--- config.mk ---
export PLATFORM = sky130hd
export DESIGN_NAME = sample_ram_arbiter
export DESIGN_NICKNAME = d
export VERILOG_FILES = /design/src/rtl/sample_ram_arbiter.sv
export SDC_FILE = /design/constraint.sdc
export NUM_CORES = 1
export LEC_CHECK = 0
export ABC_AREA = 1
export CAP_MARGIN = 20
export CORE_MARGIN = 2
export CORE_UTILIZATION = 38
export CTS_CLUSTER_DIAMETER = 150
export CTS_CLUSTER_SIZE = 40
export DETAILED_ROUTE_END_ITERATION = 6
export PLACE_DENSITY = 0.84
export SYNTH_ARGS = -nofsm -noshare
export SYNTH_HDL_FRONTEND = slang
export SYNTH_SLANG_ARGS = --single-unit
--- constraint.sdc ---
create_clock -name clk -period 1.9 [get_ports clk]
set_input_delay 0.475 -clock clk [delete_from_list [all_inputs] [get_ports clk]]
set_output_delay 0.475 -clock clk [all_outputs]
set_load 0.01 [all_outputs]
--- src/rtl/sample_ram_arbiter.sv ---
// Purpose : arbitrate one single-port sample RAM between the audio writer, effects reader and VGA reader.
// Latency : grant is combinational; RAM command registered one cycle after grant; read data valid two cycles after grant.
// Backpres: no queuing; a requester holds req/addr/data until its gnt is high, and the writer always wins.
//
// Ports:
//   clk, reset                  single clock, synchronous active-high reset
//   w_req/w_addr/w_data/w_gnt   audio writer request and grant
//   e_req/e_addr/e_gnt          effects reader request and grant; e_rvalid/e_rdata return path
//   v_req/v_addr/v_gnt          display reader request and grant; v_rvalid/v_rdata return path
//   mem_en/mem_we/mem_addr/mem_wdata/mem_rdata   synchronous single-port RAM port
//   conflict_cnt                saturating count of cycles with two or more requests pending
//
// Build option: define SAMPLE_ARB_RR_EN for round-robin between the two readers
// (effects first after reset); otherwise readers use fixed priority effects > display.
module sample_ram_arbiter #(
    parameter int ADDR_WIDTH = 12,
    parameter int DATA_WIDTH = 16
) (
    input  logic                  clk,
    input  logic                  reset,

    input  logic                  w_req,
    input  logic [ADDR_WIDTH-1:0] w_addr,
    input  logic [DATA_WIDTH-1:0] w_data,
    output logic                  w_gnt,

    input  logic                  e_req,
    input  logic [ADDR_WIDTH-1:0] e_addr,
    output logic                  e_gnt,
    output logic                  e_rvalid,
    output logic [DATA_WIDTH-1:0] e_rdata,

    input  logic                  v_req,
    input  logic [ADDR_WIDTH-1:0] v_addr,
    output logic                  v_gnt,
    output logic                  v_rvalid,
    output logic [DATA_WIDTH-1:0] v_rdata,

    output logic                  mem_en,
    output logic                  mem_we,
    output logic [ADDR_WIDTH-1:0] mem_addr,
    output logic [DATA_WIDTH-1:0] mem_wdata,
    input  logic [DATA_WIDTH-1:0] mem_rdata,

    output logic [15:0]           conflict_cnt
);

    // Owner tag of the read command currently on the RAM port.
    logic       rd_e_q;
    logic       rd_v_q;
    logic [1:0] req_cnt;

`ifdef SAMPLE_ARB_RR_EN
    // 0: effects is preferred on a tie, 1: display is preferred.
    logic       rr_ptr;
`endif

    always_comb begin
        w_gnt = 1'b0;
        e_gnt = 1'b0;
        v_gnt = 1'b0;
        if (!reset) begin
            if (w_req) begin
                w_gnt = 1'b1;
            end else if (e_req && v_req) begin
`ifdef SAMPLE_ARB_RR_EN
                if (rr_ptr) begin
                    v_gnt = 1'b1;
                end else begin
                    e_gnt = 1'b1;
                end
`else
                e_gnt = 1'b1;
`endif
            end else if (e_req) begin
                e_gnt = 1'b1;
            end else if (v_req) begin
                v_gnt = 1'b1;
            end
        end
    end

    assign req_cnt = {1'b0, w_req} + {1'b0, e_req} + {1'b0, v_req};

    // The RAM returns data one cycle after the command, so both readers see it
    // directly; rvalid alone tells the owner when it is theirs.
    assign e_rdata = mem_rdata;
    assign v_rdata = mem_rdata;

    always_ff @(posedge clk) begin
        if (reset) begin
            mem_en       <= 1'b0;
            mem_we       <= 1'b0;
            mem_addr     <= '0;
            mem_wdata    <= '0;
            rd_e_q       <= 1'b0;
            rd_v_q       <= 1'b0;
            e_rvalid     <= 1'b0;
            v_rvalid     <= 1'b0;
            conflict_cnt <= '0;
        end else begin
            mem_en <= w_gnt | e_gnt | v_gnt;
            mem_we <= w_gnt;
            if (w_gnt) begin
                mem_addr  <= w_addr;
                mem_wdata <= w_data;
            end else if (e_gnt) begin
                mem_addr  <= e_addr;
            end else if (v_gnt) begin
                mem_addr  <= v_addr;
            end

            // Two-stage tag pipeline: command cycle, then data-return cycle.
            rd_e_q   <= e_gnt;
            rd_v_q   <= v_gnt;
            e_rvalid <= rd_e_q;
            v_rvalid <= rd_v_q;

            if (req_cnt >= 2'd2 && conflict_cnt != 16'hFFFF) begin
                conflict_cnt <= conflict_cnt + 16'd1;
            end
        end
    end

`ifdef SAMPLE_ARB_RR_EN
    always_ff @(posedge clk) begin
        if (reset) begin
            rr_ptr <= 1'b0;
        end else if (e_gnt) begin
            rr_ptr <= 1'b1;
        end else if (v_gnt) begin
            rr_ptr <= 1'b0;
        end
    end
`endif

endmodule

==> impl_metrics.toml <==
[sta]
hold_viol_final = 0
drv_slew = 0
worst_pin_slew_ns = 0.395
setup_ws_ns = 0.0764
setup_violations = 0
rsz0062_at_grt = "no"
period_share_pct = 96.0
period_minus_slack_ns = 1.82
finClkSkew_ns = 0.00594
max_freq_mhz = 548
max_slew_margin_pct = 73.6

[clock_network]
clkTransAtPathRegs_ns = 0.09
worstSkewPairLatency_ns = 0.30
root_buffer = "clkbuf_8"
cts_tree = "yes"
holdBufCountCts = 0
clockBufferDepth = 2
cts_buffers = 5
cts_setup_buffers = 0
cts_max_level = 2
cts_sinks = 50

[hold_path]
hp-class = "register to register"

[critical_path]
crit_fanout = 3
critPathCaptureType = "output port"
required_ns = 1.42
critPathLaunchType = "input pin"
worstSetupPathType = "input pin to output port"
arrival_ns = 1.35

[floorplanning]
fp.dieArea_sq_mm = 0.00767
num_io_pins = 156
initial_utilization_pct = 39.3
rows = 30
die_width_microns = 87.6
die_height_microns = 87.6
core_sq_mm = 0.00676

[synthesis]
async_flop_share_pct = 0
ys_ff_latch = 50
synth_compound_area_share_pct = 12.8
synth-edff-count = 0
synth.area.mux_share_pct = 0
yosys.area_share.adder_pct = 0.943
syn_nets = 438
syn_avg_cell_area_sq_um = 7.31
yosysUniqueCellTypes = 27
ys_seq_area_share_pct = 37.7
ys.flop_type = "dfxtp_1"
yosysWarnings = 0
synth_xor_area_share_pct = 1.98
yosys.area_share.simple_pct = 27.1
synth_cells = 363
synth_top_family_by_area = "simple AND/OR/NAND/NOR gates"
syn-cell-area_sq_mm = 0.00265

[grt]
overflow = 0
antenna_found_initial = 0
grt_pass1_wl_mm = 10.2
grt_max_degree = 25
groute.usage.overall_pct = 16.6
grt_pass1_vias = 2343

[layout]
diodes = 0
drive_gt1_share_pct = 8.87
fin_nets = 525
utilization_pct = 55.6
area_growth_pct = 41.6

[route]
drc_errors = 0
viasPerCell = 4.81
detail_route.first_pass.iterations = 4
vias = 2554
wl_per_cell_microns = 11.8
routed_wl_mm = 6.28
first_iter_violations = 55
postRouteAntennaNets = 0

[power]
leakagePower_nw = 1.69
p_per_area_mw_per_mm2 = 638
p_total_mw = 2.40
ir_worst_vdd_mv = 0.284

[place]
io_buffers = 107
dp_hpwl_mm = 4.97
place_congestion = 0.852
pre_cts_ws_ns = -0.461

[run]
drv_cap = 0

[run_status]
status = "completed"
==> power breakdown <==
group | internal (mW) | switching (mW)
registers | 1.10 | 0.0328
clock network | 0.395 | 0.359
logic | 0.294 | 0.214
total | 1.79 | 0.607
==> synthesized netlist by cell type (4+ instances only) <==
master / n / share of area [%]
nand4_1: 6 / 1.4
clkinv_1: 4 / 0.57
o21ai_1: 18 / 3.4
nor2_1: 24 / 3.4
nand2_1: 99 / 14
a22o_1: 16 / 5.3
buf_6: 6 / 2.5
buf_4: 34 / 9.6
o21ai_0: 7 / 1.3
a21oi_1: 13 / 2.5
inv_1: 38 / 5.4
dfxtp_1: 50 / 38
nand3_1: 22 / 4.2
==> repair_timing <==
action                                  in CTS  in global routing
endpoints found under the setup margin      25                  7
resized for setup                            8                  3
gates cloned                                 0                  0
==> routing by layer <==
layer  share of wire [%]  track usage [%]
met3                 9.1             6.22
met1                  40             19.2
met5                   0                0
met4                 1.2             3.92
met2                  50             29.3
==> metrics by stage <==
step	area [sq um]	TNS (ns)	cells	hold slack, ns
after detailed placement	3640	-10.95	523	0.397
final	3760	0	531	0.408
after CTS	3750	0	531	0.411
after global placement	3640	-9.83	523	0.395
after global routing	3760	0	531	0.436
after floorplan	2650	0	363	0.388
==> cells in the final DEF, fill, tap and decap left out, types with 4 or more instances in the layout <==
master and n:
o21ai_0 6, clkbuf_8 5, inv_1 38, o21ai_1 19
a21oi_1 13, nand3_1 22, dfxtp_1 50, clkinv_1 4
nor2_1 24, nand2_1 99, buf_4 16, clkdlybuf4s50_1 100
nand4_1 6, dlygate4sd2_1 5, a22o_1 16
==> worst paths after layout <==
path,startpoint,to,slack [ns],depth (start not counted)
setup / recovery,reset,w_gnt,0.08,4
hold / removal,rd_e_q$_SDFF_PP0_,e_rvalid$_SDFF_PP0_,0.41,2
setup reg to reg,conflict_cnt[0]$_SDFFE_PP0P_,conflict_cnt[9]$_SDFFE_PP0P_,0.36,7
hold reg to reg,rd_e_q$_SDFF_PP0_,e_rvalid$_SDFF_PP0_,0.41,2
==> state kept, by name, indices dropped and copies added (netlist names) <==
register and flops:
conflict_cnt 16, e_rvalid 1, mem_addr 12, mem_en 1, mem_wdata 16, mem_we 1
rd_e_q 1, rd_v_q 1, v_rvalid 1
==> kinds of logic (layout without fill, tap and decap cells) <==
| logic type | count (synthesis) | in the layout |
|---|---|---|
| buf+inv | 90 | 178 |
| xor+xnor | 6 | 6 |
| simple gates | 160 | 160 |
| compound gates | 55 | 55 |
| fa+ha+maj | 2 | 2 |
| flops | 50 | 50 |
==> cell type report <==
type / count / area, sq um
multi-input combinational: 223 / 1140
tap: 80 / 100
fill: 641 / 3000
clock buffer: 5 / 68.8
timing repair buffer: 125 / 1230
sequential: 50 / 1000
clock inverter: 3 / 43.8
inverter: 45 / 171
==> worst max-delay path: stages <==
cell and delay (ns):
dlygate4sd2_1 0.30, buf_4 0.18, nor2_8 0.10, dlygate4sd2_1 0.29
Power figures use the tool's default switching activity.
